**config.mk**
```make
export PLATFORM = sky130hd
export DESIGN_NAME = aes_output_interface
export DESIGN_NICKNAME = d
export VERILOG_FILES = /design/src/rtl/aes_if_pkg.sv /design/src/rtl/aes_output_interface.sv
export SDC_FILE = /design/constraint.sdc
export NUM_CORES = 1
export LEC_CHECK = 0
export CELL_PAD_IN_SITES_DETAIL_PLACEMENT = 0
export CELL_PAD_IN_SITES_GLOBAL_PLACEMENT = 1
export CORE_ASPECT_RATIO = 0.8
export CORE_MARGIN = 3
export CORE_UTILIZATION = 40
export CTS_CLUSTER_DIAMETER = 50
export DETAILED_ROUTE_END_ITERATION = 8
export PLACE_DENSITY_LB_ADDON = 0.1
export REMOVE_ABC_BUFFERS = 1
export SETUP_SLACK_MARGIN = 0.05
export SLEW_MARGIN = 20
export SYNTH_ARGS = -nofsm -noshare
export SYNTH_HDL_FRONTEND = slang
export SYNTH_SLANG_ARGS = --single-unit
export TNS_END_PERCENT = 20
```
**constraint.sdc**
```tcl
create_clock -name clk -period 4.8 [get_ports clk]
set_input_delay 0.96 -clock clk [delete_from_list [all_inputs] [get_ports clk]]
set_output_delay 0.96 -clock clk [all_outputs]
set_load 0.1 [all_outputs]
```
**src/rtl/aes_if_pkg.sv**
```systemverilog
// Shared definitions for the AES-128 host interface blocks: block width,
// output FSM state encoding and the legal output word width check.
package aes_if_pkg;

  localparam int AES_BLOCK_W = 128;

  typedef enum logic {
    IDLE = 1'b0,
    SEND = 1'b1
  } outif_state_t;

  function automatic bit legal_word_w(input int w);
    return (w == 8) || (w == 16) || (w == 32) || (w == 64) || (w == 128);
  endfunction

endpackage

```
**src/rtl/aes_output_interface.sv**
```systemverilog
// Captures a 128-bit cipher result and streams it out MSW-first as WORD_W words
// over valid/ready. Optional even parity on out_word when OUTIF_PARITY_EN is defined.
module aes_output_interface
  import aes_if_pkg::*;
#(
  parameter int WORD_W = 32
) (
  input  logic                   clk,
  input  logic                   rst,
  input  logic                   core_done,
  input  logic [AES_BLOCK_W-1:0] core_result,
  output logic [WORD_W-1:0]      out_word,
  output logic                   out_valid,
  input  logic                   out_ready,
  output logic                   out_last,
  output logic                   busy,
  output logic                   overrun,
  input  logic                   clr_err
`ifdef OUTIF_PARITY_EN
  ,
  output logic                   out_parity
`endif
);

  localparam int NWORDS = AES_BLOCK_W / WORD_W;
  localparam int IDX_W  = (NWORDS > 1) ? $clog2(NWORDS) : 1;
  localparam int BASE_W = $clog2(AES_BLOCK_W);

  if (!legal_word_w(WORD_W)) begin : g_bad_word_w
    $error("aes_output_interface: WORD_W must be 8, 16, 32, 64 or 128");
  end

  outif_state_t           state_p0, state_nxt;
  logic [AES_BLOCK_W-1:0] buf_p0, buf_nxt;
  logic [IDX_W-1:0]       idx_p0, idx_nxt;
  logic                   overrun_p0, overrun_nxt;
  logic                   vld_p0;
  logic                   last_p0;
  logic                   xfer;
  logic [BASE_W-1:0]      base_p0;

  // Stage p0: registered block buffer, word index, state and sticky error
  always_ff @(posedge clk or posedge rst) begin
    if (rst) begin
      state_p0   <= IDLE;
      buf_p0     <= '0;
      idx_p0     <= '0;
      overrun_p0 <= 1'b0;
    end else begin
      state_p0   <= state_nxt;
      buf_p0     <= buf_nxt;
      idx_p0     <= idx_nxt;
      overrun_p0 <= overrun_nxt;
    end
  end

  assign vld_p0  = (state_p0 == SEND);
  assign last_p0 = (idx_p0 == IDX_W'(NWORDS - 1));
  assign xfer    = vld_p0 && out_ready;

  always_comb begin
    state_nxt   = state_p0;
    buf_nxt     = buf_p0;
    idx_nxt     = idx_p0;
    overrun_nxt = overrun_p0;
    if (clr_err) overrun_nxt = 1'b0;
    case (state_p0)
      IDLE: begin
        if (core_done) begin
          buf_nxt   = core_result;
          idx_nxt   = '0;
          state_nxt = SEND;
        end
      end
      SEND: begin
        if (xfer && last_p0) begin
          idx_nxt = '0;
          // A completion landing on the final transfer chains straight into the next block
          if (core_done) buf_nxt = core_result;
          else           state_nxt = IDLE;
        end else begin
          if (xfer) idx_nxt = idx_p0 + IDX_W'(1);
          if (core_done) overrun_nxt = 1'b1;
        end
      end
      default: state_nxt = IDLE;
    endcase
  end

  // Output decode: all outputs derive from p0 registers only
  always_comb begin
    base_p0 = BASE_W'((NWORDS - 1 - int'(idx_p0)) * WORD_W);
  end

  assign out_word  = vld_p0 ? buf_p0[base_p0 +: WORD_W] : '0;
  assign out_valid = vld_p0;
  assign out_last  = vld_p0 && last_p0;
  assign busy      = vld_p0;
  assign overrun   = overrun_p0;

`ifdef OUTIF_PARITY_EN
  assign out_parity = ^out_word;
`endif

endmodule

```
==> flow_results.xml, run 1 <==
<?xml version="1.0" encoding="UTF-8"?>
<metrics>
  <group name="place">
    <metric name="hpwlAfterDp" unit="mm">11.69</metric>
    <metric name="place.gp.congestion" unit="">0.7437</metric>
    <metric name="place_area" unit="um2">9331</metric>
    <metric name="pre_cts_slack" unit="ps">1655</metric>
    <metric name="port_buffers" unit="">168</metric>
  </group>
  <group name="timing">
    <metric name="number_of_failing_setup_endpoints_in_the_final_timing_report" unit="">0</metric>
    <metric name="finClkSkew" unit="ps">8.401</metric>
    <metric name="finalMaxSlewViolations" unit="">0</metric>
    <metric name="minimum_clock_period_after_layout" unit="ps">3553</metric>
    <metric name="post_route_setup_slack" unit="ps">1247</metric>
    <metric name="grt_setup_unrepaired" unit="">false</metric>
    <metric name="max_clock_freq" unit="MHz">281.5</metric>
    <metric name="fin_hold_ws" unit="ps">514.6</metric>
    <metric name="final-hold-violation-count" unit="">0</metric>
    <metric name="worst-slew-pin-transition" unit="ps">992.7</metric>
    <metric name="layout_worst_path_cycle_share" unit="%">74.02</metric>
    <metric name="slew_headroom" unit="%">33.82</metric>
    <metric name="tns" unit="ps">0</metric>
  </group>
  <group name="final_layout">
    <metric name="layout.cells.most_common" unit="">sky130_fd_sc_hd__clkdlybuf4s50_1</metric>
    <metric name="area_of_all_placed_cells_without_fillers" unit="um2">10000</metric>
    <metric name="mostFrequentLayoutCells" unit="">134 x sky130_fd_sc_hd__clkdlybuf4s50_1, 131 x sky130_fd_sc_hd__dfrtp_1, 129 x sky130_fd_sc_hd__inv_1</metric>
    <metric name="p_r_area_growth_vs_syn" unit="%">29.28</metric>
    <metric name="nets" unit="">961</metric>
    <metric name="final_layout_size_suffix_gt1_share" unit="%">24.17</metric>
    <metric name="num_antenna_cells" unit="">0</metric>
  </group>
  <group name="logic_synthesis">
    <metric name="ys_ff_latch" unit="">132</metric>
    <metric name="ys_warn_count" unit="">0</metric>
    <metric name="post_synth_instance_area" unit="um2">7739</metric>
    <metric name="synth_cell_types" unit="">22</metric>
    <metric name="synth.avg_cell_area" unit="um2">11.02</metric>
    <metric name="gate_count_post_synth" unit="">702</metric>
    <metric name="synth_seq_area_share" unit="%">42.68</metric>
  </group>
  <group name="clock_tree">
    <metric name="cts_root_buffer" unit="">sky130_fd_sc_hd__clkbuf_16</metric>
    <metric name="clock_latency" unit="ps">420</metric>
    <metric name="clk_path_buf_depth" unit="">2</metric>
    <metric name="cts-resized-gates" unit="">0</metric>
    <metric name="cts.reportedPaths.clkPinSlew" unit="ps">60</metric>
    <metric name="cts_buffers" unit="">17</metric>
    <metric name="cts_num_sinks" unit="">132</metric>
    <metric name="htree_depth" unit="">4</metric>
    <metric name="cts_tree" unit="">yes</metric>
    <metric name="post_cts_hold_buffer_count" unit="">0</metric>
    <metric name="cts_setup_buffers" unit="">0</metric>
  </group>
  <group name="power">
    <metric name="p_total" unit="mW">8.360</metric>
    <metric name="power_density" unit="nW/um2">835.6</metric>
    <metric name="max-vdd-ir-drop" unit="mV">0.4316</metric>
    <metric name="leakage" unit="nW">4.481</metric>
  </group>
  <group name="critical_path">
    <metric name="endpoint_kind" unit="">primary output</metric>
    <metric name="timing.critical_path.from_type" unit="">flip-flop</metric>
    <metric name="critPathKind" unit="">reg2out</metric>
    <metric name="setup.worst_path.start" unit="">idx_p0[1]$_DFFE_PP0P_</metric>
    <metric name="cp_max_fo" unit="">54</metric>
    <metric name="cp.required" unit="ps">3840</metric>
    <metric name="critPathArrivalTime" unit="ps">2590</metric>
    <metric name="regToRegStartpoint" unit="">idx_p0[1]$_DFFE_PP0P_</metric>
  </group>
  <group name="worst_hold_path">
    <metric name="hold_path.class" unit="">reg2reg</metric>
    <metric name="hp-start" unit="">overrun$_DFF_PP0_</metric>
  </group>
  <group name="run_status">
    <metric name="run_status" unit="">finished, final reports clean</metric>
  </group>
  <group name="route">
    <metric name="detail_routed_net_length_per_standard_cell" unit="um">17.83</metric>
    <metric name="final_antenna_net_count" unit="">0</metric>
    <metric name="num_vias" unit="">5599</metric>
    <metric name="detail_route.iter0.violations" unit="">297</metric>
    <metric name="first_pass_iters" unit="">4</metric>
    <metric name="count_of_unresolved_drc_violations_after_routing" unit="">0</metric>
    <metric name="routed_via_density" unit="">5.123</metric>
    <metric name="finalWirelength" unit="mm">19.49</metric>
  </group>
  <group name="run">
    <metric name="max_cap_violations" unit="">0</metric>
  </group>
  <group name="grt">
    <metric name="globalRoute.totalOverflow" unit="">0</metric>
    <metric name="antenna_found_initial" unit="">0</metric>
    <metric name="grt_pass1_wl" unit="mm">31.61</metric>
    <metric name="via_count_of_the_first_global_routing_pass" unit="">6032</metric>
    <metric name="grt_usage" unit="%">18.89</metric>
    <metric name="grt_start_max_net_pins" unit="">131</metric>
  </group>
  <group name="die">
    <metric name="floorplan.rows" unit="">44</metric>
    <metric name="core" unit="um2">18550</metric>
    <metric name="fp.dieW" unit="um">161.5</metric>
    <metric name="initial_core_util" unit="%">41.71</metric>
    <metric name="ioPinCount" unit="">169</metric>
    <metric name="die_height" unit="um">130.4</metric>
    <metric name="dieArea" unit="um2">21060</metric>
  </group>
</metrics>
## flip-flops by register name, indices dropped and copies added (netlist names)
register  flops
buf_p0      128
idx_p0        2
busy          1
overrun       1
## cell usage after synthesis
library cell / count / share of area [%]
sky130_fd_sc_hd__a32o_1: 1 / 0.13
sky130_fd_sc_hd__buf_2: 19 / 1.2
sky130_fd_sc_hd__and2_1: 1 / 0.081
sky130_fd_sc_hd__o32ai_2: 120 / 25
sky130_fd_sc_hd__nor2_1: 1 / 0.048
sky130_fd_sc_hd__a22o_1: 1 / 0.11
sky130_fd_sc_hd__nand2_1: 129 / 6.3
sky130_fd_sc_hd__dfrtp_1: 132 / 43
sky130_fd_sc_hd__ha_1: 1 / 0.16
sky130_fd_sc_hd__buf_6: 15 / 2.2
sky130_fd_sc_hd__mux2i_1: 67 / 8.7
sky130_fd_sc_hd__a21boi_2: 1 / 0.15
sky130_fd_sc_hd__clkbuf_4: 5 / 0.49
sky130_fd_sc_hd__buf_4: 14 / 1.4
sky130_fd_sc_hd__inv_1: 130 / 6.3
sky130_fd_sc_hd__or2_2: 1 / 0.081
sky130_fd_sc_hd__nor2b_1: 1 / 0.081
sky130_fd_sc_hd__and3_4: 1 / 0.15
sky130_fd_sc_hd__o32ai_1: 8 / 0.91
sky130_fd_sc_hd__o22ai_1: 32 / 2.6
sky130_fd_sc_hd__nand2b_1: 2 / 0.16
sky130_fd_sc_hd__clkbuf_1: 20 / 0.97
## power breakdown
group	switching, mW	leakage [nW]	internal [mW]
Combinational	3.14	2.55	1.68
Clock	0.498	0.321	0.990
Sequential	0.392	1.61	1.66
## metal layers
layer | vias up | GRT usage, % | part of all wire, %
met2 | 129 | 31.37 | 48
met4 | 0 | 4.957 | 1.0
li1 | 2707 | - | -
met5 | - | 0 | 0
met3 | 15 | 5.421 | 5.2
met1 | 2748 | 24.53 | 45
## layout make-up
type / count / area (um2)
sequential: 132 / 3307
multi-input combinational: 367 / 3486
clock inverter: 12 / 226.5
fill: 1645 / 8548
inverter: 130 / 493.0
timing repair buffer: 179 / 1729
tap: 253 / 316.6
clock buffer: 20 / 446.7
## worst max-delay path, stage by stage (launching register included)
cell,delay (ps)
sky130_fd_sc_hd__dfrtp_4,1080
sky130_fd_sc_hd__buf_4,420
sky130_fd_sc_hd__mux2i_1,120
sky130_fd_sc_hd__o22ai_1,200
sky130_fd_sc_hd__buf_4,350
## through the flow
step	util (%)	instances
floorplan	-	629
global route	53.93	1093
CTS	53.93	1093
global placement	50.30	1061
finish	53.93	1093
detailed placement	50.30	1061
## worst paths after layout
| check | slack, ps | cells past startpoint | to |
|---|---|---|---|
| worst max-delay path | 1250 | 4 | out_word[19] |
| worst min-delay path | 510 | 1 | overrun$_DFF_PP0_ |
| worst max register to register | 1870 | 4 | buf_p0[37]$_DFFE_PP0P_ |
| worst min register to register | 510 | 1 | overrun$_DFF_PP0_ |
| max in group asynchronous | 2830 | 3 | buf_p0[110]$_DFFE_PP0P_ |
| min in group asynchronous | 1040 | 2 | buf_p0[7]$_DFFE_PP0P_ |
## kinds of logic after synthesis
kind of cell / Yosys count / synth area share, %
buffers and inverters: 203 / 12.53
AO/OA/AOI/OAI: 163 / 29.10
AND/OR/NAND/NOR: 136 / 6.855
flip-flops: 132 / 42.68
multiplexers: 67 / 8.666
adder cells (fa/ha/maj): 1 / 0.1617
No activity file was read; power rests on OpenSTA's default activity.
==> run 2: changes to the inputs <==
- CORE_UTILIZATION: 40 -> 36
- clock period: 4.8 -> 3.08 ns (I/O delays scaled with it)
==> run 2 against run 1 <==
Net effect:
- global-route usage fell by 1.3 points
- clock-buffer cell count did not move
- wire length rose by 1.1%
==> flow_results.xml, run 2 (synthesis results as in run 1) <==
<?xml version="1.0" encoding="UTF-8"?>
<metrics>
  <group name="grt">
    <metric name="antenna_found_initial" unit="">0</metric>
    <metric name="grt_use_met2" unit="%">27.96</metric>
    <metric name="grt_pass1_wl" unit="mm">32.09</metric>
    <metric name="met3_usage" unit="%">4.389</metric>
    <metric name="grt_usage" unit="%">17.63</metric>
    <metric name="grt_start_max_net_pins" unit="">61</metric>
    <metric name="grtUsageMet1" unit="%">24.46</metric>
    <metric name="globalRoute.totalOverflow" unit="">0</metric>
    <metric name="most_utilized_layer_in_the_global_route_result" unit="">met2</metric>
    <metric name="via_count_of_the_first_global_routing_pass" unit="">6132</metric>
  </group>
  <group name="critical_path">
    <metric name="critical-path-max-stage-delay" unit="ps">810</metric>
    <metric name="critical_path.most_common_cell" unit="">sky130_fd_sc_hd__buf_12</metric>
    <metric name="regToRegSetupSlack" unit="ps">770</metric>
    <metric name="timing.critical_path.from_type" unit="">flip-flop</metric>
    <metric name="crit_path_cell_trace" unit="">buf_12 &gt; mux2i_1 &gt; o22ai_1 &gt; buf_12</metric>
    <metric name="critical_path.top_delay_family" unit="">flip-flops</metric>
    <metric name="crit-reg2reg-capture" unit="">buf_p0[33]$_DFFE_PP0P_</metric>
    <metric name="cp_max_fo" unit="">30</metric>
    <metric name="critPathKind" unit="">reg2out</metric>
    <metric name="cp.required" unit="ps">2460</metric>
    <metric name="reg2regPathDepth" unit="">4</metric>
    <metric name="regToRegStartpoint" unit="">idx_p0[1]$_DFFE_PP0P_</metric>
    <metric name="critical-path-slowest-cell" unit="">sky130_fd_sc_hd__dfrtp_4</metric>
    <metric name="critPathArrivalTime" unit="ps">2220</metric>
    <metric name="endpoint_kind" unit="">primary output</metric>
    <metric name="critPathBufInv" unit="">2</metric>
  </group>
  <group name="clock_tree">
    <metric name="cts_setup_buffers" unit="">0</metric>
    <metric name="cts-resized-gates" unit="">0</metric>
    <metric name="cts_root_buffer" unit="">sky130_fd_sc_hd__clkbuf_16</metric>
    <metric name="htree_depth" unit="">4</metric>
    <metric name="cts_tree" unit="">yes</metric>
    <metric name="cts_num_sinks" unit="">132</metric>
    <metric name="clock_latency" unit="ps">420</metric>
    <metric name="cts_buffers" unit="">17</metric>
    <metric name="post_cts_hold_buffer_count" unit="">0</metric>
    <metric name="clk_path_buf_depth" unit="">2</metric>
    <metric name="cts.reportedPaths.clkPinSlew" unit="ps">60</metric>
  </group>
  <group name="power">
    <metric name="internal-power" unit="mW">7.646</metric>
    <metric name="power_density" unit="nW/um2">1343</metric>
    <metric name="share_seq_of_total_power" unit="%">22.0</metric>
    <metric name="switch_pwr" unit="mW">6.507</metric>
    <metric name="leakage" unit="nW">4.667</metric>
    <metric name="power.share.switching" unit="%">45.98</metric>
    <metric name="max-vdd-ir-drop" unit="mV">1.025</metric>
    <metric name="clkPwrFrac" unit="%">15.1</metric>
    <metric name="comb_power_share" unit="%">62.9</metric>
    <metric name="p_total" unit="mW">14.15</metric>
  </group>
  <group name="final_layout">
    <metric name="reg_top3" unit="">buf_p0 x128, idx_p0 x2</metric>
    <metric name="largest_register_ff_count" unit="">128</metric>
    <metric name="num_antenna_cells" unit="">0</metric>
    <metric name="multi_input_comb_area" unit="um2">3486</metric>
    <metric name="mostFrequentLayoutCells" unit="">131 x sky130_fd_sc_hd__dfrtp_1, 131 x sky130_fd_sc_hd__clkdlybuf4s50_1, 129 x sky130_fd_sc_hd__inv_1</metric>
    <metric name="final-instance-count-excl-fill" unit="">1120</metric>
    <metric name="nFillCells" unit="">1859</metric>
    <metric name="nets" unit="">972</metric>
    <metric name="final_layout_size_suffix_gt1_share" unit="%">25.50</metric>
    <metric name="seqCellArea" unit="um2">3307</metric>
    <metric name="finalCoreUtilization" unit="%">50.49</metric>
    <metric name="p_r_area_growth_vs_syn" unit="%">36.22</metric>
    <metric name="max_flop_register" unit="">buf_p0</metric>
  </group>
  <group name="run">
    <metric name="max_cap_violations" unit="">0</metric>
  </group>
  <group name="worst_hold_path">
    <metric name="hp-start" unit="">overrun$_DFF_PP0_</metric>
    <metric name="timing.hold.worst_endpoint" unit="">overrun$_DFF_PP0_</metric>
    <metric name="hold_path.class" unit="">reg2reg</metric>
    <metric name="worst_hold_path.num_cells" unit="">1</metric>
  </group>
  <group name="place">
    <metric name="pre_cts_slack" unit="ps">672.5</metric>
    <metric name="hpwlAfterDp" unit="mm">12.85</metric>
    <metric name="place.gp.congestion" unit="">0.7584</metric>
    <metric name="port_buffers" unit="">168</metric>
    <metric name="placed_cells_incl_taps" unit="">1088</metric>
  </group>
  <group name="timing">
    <metric name="fin_hold_ws" unit="ps">512.7</metric>
    <metric name="final-hold-violation-count" unit="">0</metric>
    <metric name="worst-slew-pin-transition" unit="ps">633.9</metric>
    <metric name="finalMaxSlewViolations" unit="">0</metric>
    <metric name="grt_setup_unrepaired" unit="">false</metric>
    <metric name="finClkSkew" unit="ps">7.297</metric>
    <metric name="layout_worst_path_cycle_share" unit="%">92.07</metric>
    <metric name="max_clock_freq" unit="MHz">352.6</metric>
    <metric name="minimum_clock_period_after_layout" unit="ps">2836</metric>
    <metric name="slew_headroom" unit="%">57.59</metric>
    <metric name="post_route_setup_slack" unit="ps">244.3</metric>
    <metric name="number_of_failing_setup_endpoints_in_the_final_timing_report" unit="">0</metric>
  </group>
  <group name="route">
    <metric name="routed_via_density" unit="">5.079</metric>
    <metric name="count_of_unresolved_drc_violations_after_routing" unit="">0</metric>
    <metric name="detail_routed_net_length_per_standard_cell" unit="um">17.59</metric>
    <metric name="finalWirelength" unit="mm">19.70</metric>
    <metric name="first_pass_iters" unit="">4</metric>
    <metric name="detail_route.iter0.violations" unit="">278</metric>
    <metric name="final_antenna_net_count" unit="">0</metric>
    <metric name="num_vias" unit="">5689</metric>
  </group>
  <group name="die">
    <metric name="floorplan.rows" unit="">47</metric>
    <metric name="core" unit="um2">20880</metric>
    <metric name="ioPinCount" unit="">169</metric>
    <metric name="fp.dieW" unit="um">169.9</metric>
    <metric name="initial_core_util" unit="%">37.07</metric>
    <metric name="dieArea" unit="um2">23300</metric>
    <metric name="die_height" unit="um">137.1</metric>
  </group>
  <group name="run_status">
    <metric name="run_status" unit="">finished, final reports clean</metric>
  </group>
</metrics>
run 2: changes by cell type in the layout (fill, tap and decap cells not counted), sizes merged:
cell	delta
clkdlybuf4s50	-3
clkinv	+3
inv	-1
buf	+14
bufinv	-2
run 2: power groups by stage:
stage / sequential [mW] / clock (mW) / combinational, mW
after floorplan: 3.17 / 0 / 6.18
after global placement: 3.10 / 0 / 8.87
after detailed placement: 3.14 / 0 / 8.96
after CTS: 3.12 / 2.19 / 8.98
after global routing: 3.23 / 2.27 / 9.36
final: 3.11 / 2.14 / 8.90
run 2: through the flow:
step | setup TNS, ps | cell area (um2)
finish | 0 | 10540
global route | 0 | 10540
CTS | 0 | 10540
detailed placement | 0 | 9915
global placement | 0 | 9915
floorplan | -1034770 | 7257
run 2: worst register-to-register path: stages (launching register included):
cell                      delay (ps)
sky130_fd_sc_hd__dfrtp_4         810
sky130_fd_sc_hd__ha_1            380
sky130_fd_sc_hd__and3_4          400
sky130_fd_sc_hd__buf_12          380
sky130_fd_sc_hd__o32ai_1         210
run 2: final cells by class:
class / count / area share, %
Multi-Input combinational cell: 367 / 33.07
Sequential cell: 132 / 31.37
Clock buffer: 20 / 4.237
Clock inverter: 12 / 1.709
Tap cell: 269 / 3.193
Timing Repair Buffer: 190 / 21.74
Inverter: 130 / 4.677
run 2: routing by layer:
layer / routed length [um] / vias to the layer above
met5: 0 / -
met1: 9388 / 2786
li1: - / 2740
met2: 9087 / 151
met4: 188 / 0
met3: 1031 / 12
run 2: worst max path at each step:
stage	from	end	slack, ps	depth (start not counted)
2_1_floorplan	busy$_DFF_PP0_	buf_p0[31]$_DFFE_PP0P_	-6550	2
3_3_place_gp	idx_p0[1]$_DFFE_PP0P_	out_word[19]	710	4
3_5_place_dp	idx_p0[1]$_DFFE_PP0P_	out_word[19]	670	4
5_1_grt	idx_p0[1]$_DFFE_PP0P_	out_word[0]	120	4
6_report	idx_p0[1]$_DFFE_PP0P_	out_word[19]	240	4
4_1_cts	idx_p0[1]$_DFFE_PP0P_	out_word[19]	220	4
==> run 3: changes to the inputs <==
- CORE_UTILIZATION: 36 -> 40
- SLEW_MARGIN: 20 -> 30
- clock period: 3.08 -> 2.64 ns (I/O delays scaled with it)
==> run 3 against run 2 <==
Net effect:
- first-iteration DRC count is 2.5% higher
- clock skew is 2.6 ps lower
- combinational power is 18% higher
- setup slack worse by 130 ps
==> flow_results.xml, run 3 (synthesis results as in run 1) <==
<?xml version="1.0" encoding="UTF-8"?>
<metrics>
  <group name="final_layout">
    <metric name="largest_register_ff_count" unit="">128</metric>
    <metric name="max_flop_register" unit="">buf_p0</metric>
    <metric name="num_antenna_cells" unit="">0</metric>
    <metric name="p_r_area_growth_vs_syn" unit="%">36.54</metric>
    <metric name="reg_top3" unit="">buf_p0 x128, idx_p0 x2</metric>
    <metric name="final_layout_size_suffix_gt1_share" unit="%">25.76</metric>
    <metric name="seqCellArea" unit="um2">3307</metric>
    <metric name="nets" unit="">971</metric>
    <metric name="multi_input_comb_area" unit="um2">3492</metric>
    <metric name="final-instance-count-excl-fill" unit="">1103</metric>
    <metric name="finalCoreUtilization" unit="%">56.95</metric>
    <metric name="nFillCells" unit="">1589</metric>
    <metric name="mostFrequentLayoutCells" unit="">131 x sky130_fd_sc_hd__dfrtp_1, 131 x sky130_fd_sc_hd__clkdlybuf4s50_1, 129 x sky130_fd_sc_hd__inv_1</metric>
  </group>
  <group name="place">
    <metric name="pre_cts_slack" unit="ps">449.3</metric>
    <metric name="placed_cells_incl_taps" unit="">1071</metric>
    <metric name="place.gp.congestion" unit="">0.7905</metric>
    <metric name="hpwlAfterDp" unit="mm">12.65</metric>
    <metric name="port_buffers" unit="">168</metric>
  </group>
  <group name="critical_path">
    <metric name="critical-path-max-stage-delay" unit="ps">580</metric>
    <metric name="endpoint" unit="">out_word[4]</metric>
    <metric name="cp_max_fo" unit="">32</metric>
    <metric name="critical-path-slowest-cell" unit="">sky130_fd_sc_hd__dfrtp_1</metric>
    <metric name="endpoint_kind" unit="">primary output</metric>
    <metric name="critPathBufInv" unit="">2</metric>
    <metric name="path_depth" unit="">4</metric>
    <metric name="setup.worst_path.start" unit="">busy$_DFF_PP0_</metric>
    <metric name="regToRegStartpoint" unit="">idx_p0[1]$_DFFE_PP0P_</metric>
    <metric name="critical_path.top_delay_family" unit="">flip-flops</metric>
    <metric name="regToRegSetupSlack" unit="ps">680</metric>
    <metric name="timing.critical_path.from_type" unit="">flip-flop</metric>
    <metric name="crit-reg2reg-capture" unit="">buf_p0[31]$_DFFE_PP0P_</metric>
    <metric name="cp.required" unit="ps">2110</metric>
    <metric name="reg2regPathDepth" unit="">4</metric>
    <metric name="critPathKind" unit="">reg2out</metric>
    <metric name="critPathArrivalTime" unit="ps">2000</metric>
    <metric name="crit_path_cell_trace" unit="">nand2b_2 &gt; buf_4 &gt; o22ai_1 &gt; buf_12</metric>
  </group>
  <group name="timing">
    <metric name="final-hold-violation-count" unit="">0</metric>
    <metric name="number_of_failing_setup_endpoints_in_the_final_timing_report" unit="">0</metric>
    <metric name="max_clock_freq" unit="MHz">395.8</metric>
    <metric name="post_route_setup_slack" unit="ps">113.3</metric>
    <metric name="finalMaxSlewViolations" unit="">0</metric>
    <metric name="slew_headroom" unit="%">49.34</metric>
    <metric name="minimum_clock_period_after_layout" unit="ps">2527</metric>
    <metric name="finClkSkew" unit="ps">4.745</metric>
    <metric name="layout_worst_path_cycle_share" unit="%">95.71</metric>
    <metric name="grt_setup_unrepaired" unit="">true</metric>
    <metric name="worst-slew-pin-transition" unit="ps">759.9</metric>
  </group>
  <group name="clock_tree">
    <metric name="cts_tree" unit="">yes</metric>
    <metric name="htree_depth" unit="">4</metric>
    <metric name="cts_setup_buffers" unit="">0</metric>
    <metric name="cts_buffers" unit="">17</metric>
    <metric name="clock_latency" unit="ps">410</metric>
    <metric name="cts_root_buffer" unit="">sky130_fd_sc_hd__clkbuf_16</metric>
    <metric name="clk_path_buf_depth" unit="">2</metric>
    <metric name="cts_num_sinks" unit="">132</metric>
    <metric name="cts.reportedPaths.clkPinSlew" unit="ps">60</metric>
  </group>
  <group name="power">
    <metric name="max-vdd-ir-drop" unit="mV">0.9788</metric>
    <metric name="leakage" unit="nW">4.683</metric>
    <metric name="p_total" unit="mW">16.64</metric>
    <metric name="power_density" unit="nW/um2">1575</metric>
  </group>
  <group name="grt">
    <metric name="grt_start_max_net_pins" unit="">89</metric>
    <metric name="grt_pass1_wl" unit="mm">31.52</metric>
    <metric name="grt_usage" unit="%">19.02</metric>
    <metric name="globalRoute.totalOverflow" unit="">0</metric>
    <metric name="antenna_found_initial" unit="">0</metric>
    <metric name="via_count_of_the_first_global_routing_pass" unit="">6040</metric>
  </group>
  <group name="route">
    <metric name="detail_routed_net_length_per_standard_cell" unit="um">17.69</metric>
    <metric name="detail_route.iter0.violations" unit="">285</metric>
    <metric name="count_of_unresolved_drc_violations_after_routing" unit="">0</metric>
    <metric name="first_pass_iters" unit="">4</metric>
    <metric name="routed_via_density" unit="">5.170</metric>
    <metric name="num_vias" unit="">5702</metric>
    <metric name="final_antenna_net_count" unit="">0</metric>
    <metric name="finalWirelength" unit="mm">19.51</metric>
  </group>
  <group name="die">
    <metric name="core" unit="um2">18550</metric>
    <metric name="ioPinCount" unit="">169</metric>
    <metric name="floorplan.rows" unit="">44</metric>
    <metric name="fp.dieW" unit="um">161.5</metric>
    <metric name="initial_core_util" unit="%">41.71</metric>
    <metric name="die_height" unit="um">130.4</metric>
    <metric name="dieArea" unit="um2">21060</metric>
  </group>
  <group name="run">
    <metric name="max_cap_violations" unit="">0</metric>
  </group>
  <group name="worst_hold_path">
    <metric name="hold_path.class" unit="">reg2reg</metric>
  </group>
  <group name="run_status">
    <metric name="run_status" unit="">finished, final reports clean</metric>
  </group>
</metrics>
run 3: repair_timing:
action / 4_1_cts / 5_1_grt
endpoints found under the setup margin: 2 / 8
resized for setup: 1 / 1
hold buffers: 0 / 0
run 3: layout make-up:
class | instances | share of cell area (%)
multi-input combinational | 367 | 33.05
timing repair buffer | 189 | 21.78
clock inverter | 13 | 1.930
sequential | 132 | 31.30
tap | 253 | 2.996
clock buffer | 19 | 4.287
inverter | 130 | 4.665
run 3: routing by layer:
metal  track usage (%)  up-vias  routed length (um)
li1                  -     2724                   -
met5                 0        -                   0
met3             5.389       10                 929
met2             32.04      127                9732
met4             3.642        0                 125
met1             24.91     2841                8724
run 3: report_power, final:
| part | total, mW | internal, mW | switching (mW) |
|---|---|---|---|
| clock network | 2.61 | 1.72 | 0.883 |
| logic | 10.5 | 4.30 | 6.19 |
| registers | 3.55 | 3.02 | 0.534 |
| total | 16.6 | 9.04 | 7.60 |
run 3: how the worst min path moves through the flow:
stage / startpoint / end / slack [ps] / cells after the start
2_1_floorplan: buf_p0[31]$_DFFE_PP0P_ / buf_p0[31]$_DFFE_PP0P_ / 520 / 2
3_3_place_gp: overrun$_DFF_PP0_ / overrun$_DFF_PP0_ / 500 / 1
3_5_place_dp: overrun$_DFF_PP0_ / overrun$_DFF_PP0_ / 500 / 1
4_1_cts: overrun$_DFF_PP0_ / overrun$_DFF_PP0_ / 520 / 1
5_1_grt: rst / buf_p0[95]$_DFFE_PP0P_ / 560 / 2
6_report: overrun$_DFF_PP0_ / overrun$_DFF_PP0_ / 510 / 1
run 3: metrics by stage:
stage / cell area, um2 / TNS (ps) / hold WS, ps
final: 10570 / 0 / 511.4
after global routing: 10570 / 0 / 555.1
after CTS: 10560 / 0 / 519.5
after detailed placement: 9899 / 0 / 501.6
after global placement: 9899 / 0 / 495.2
after floorplan: 7257 / -1150930 / 522.9
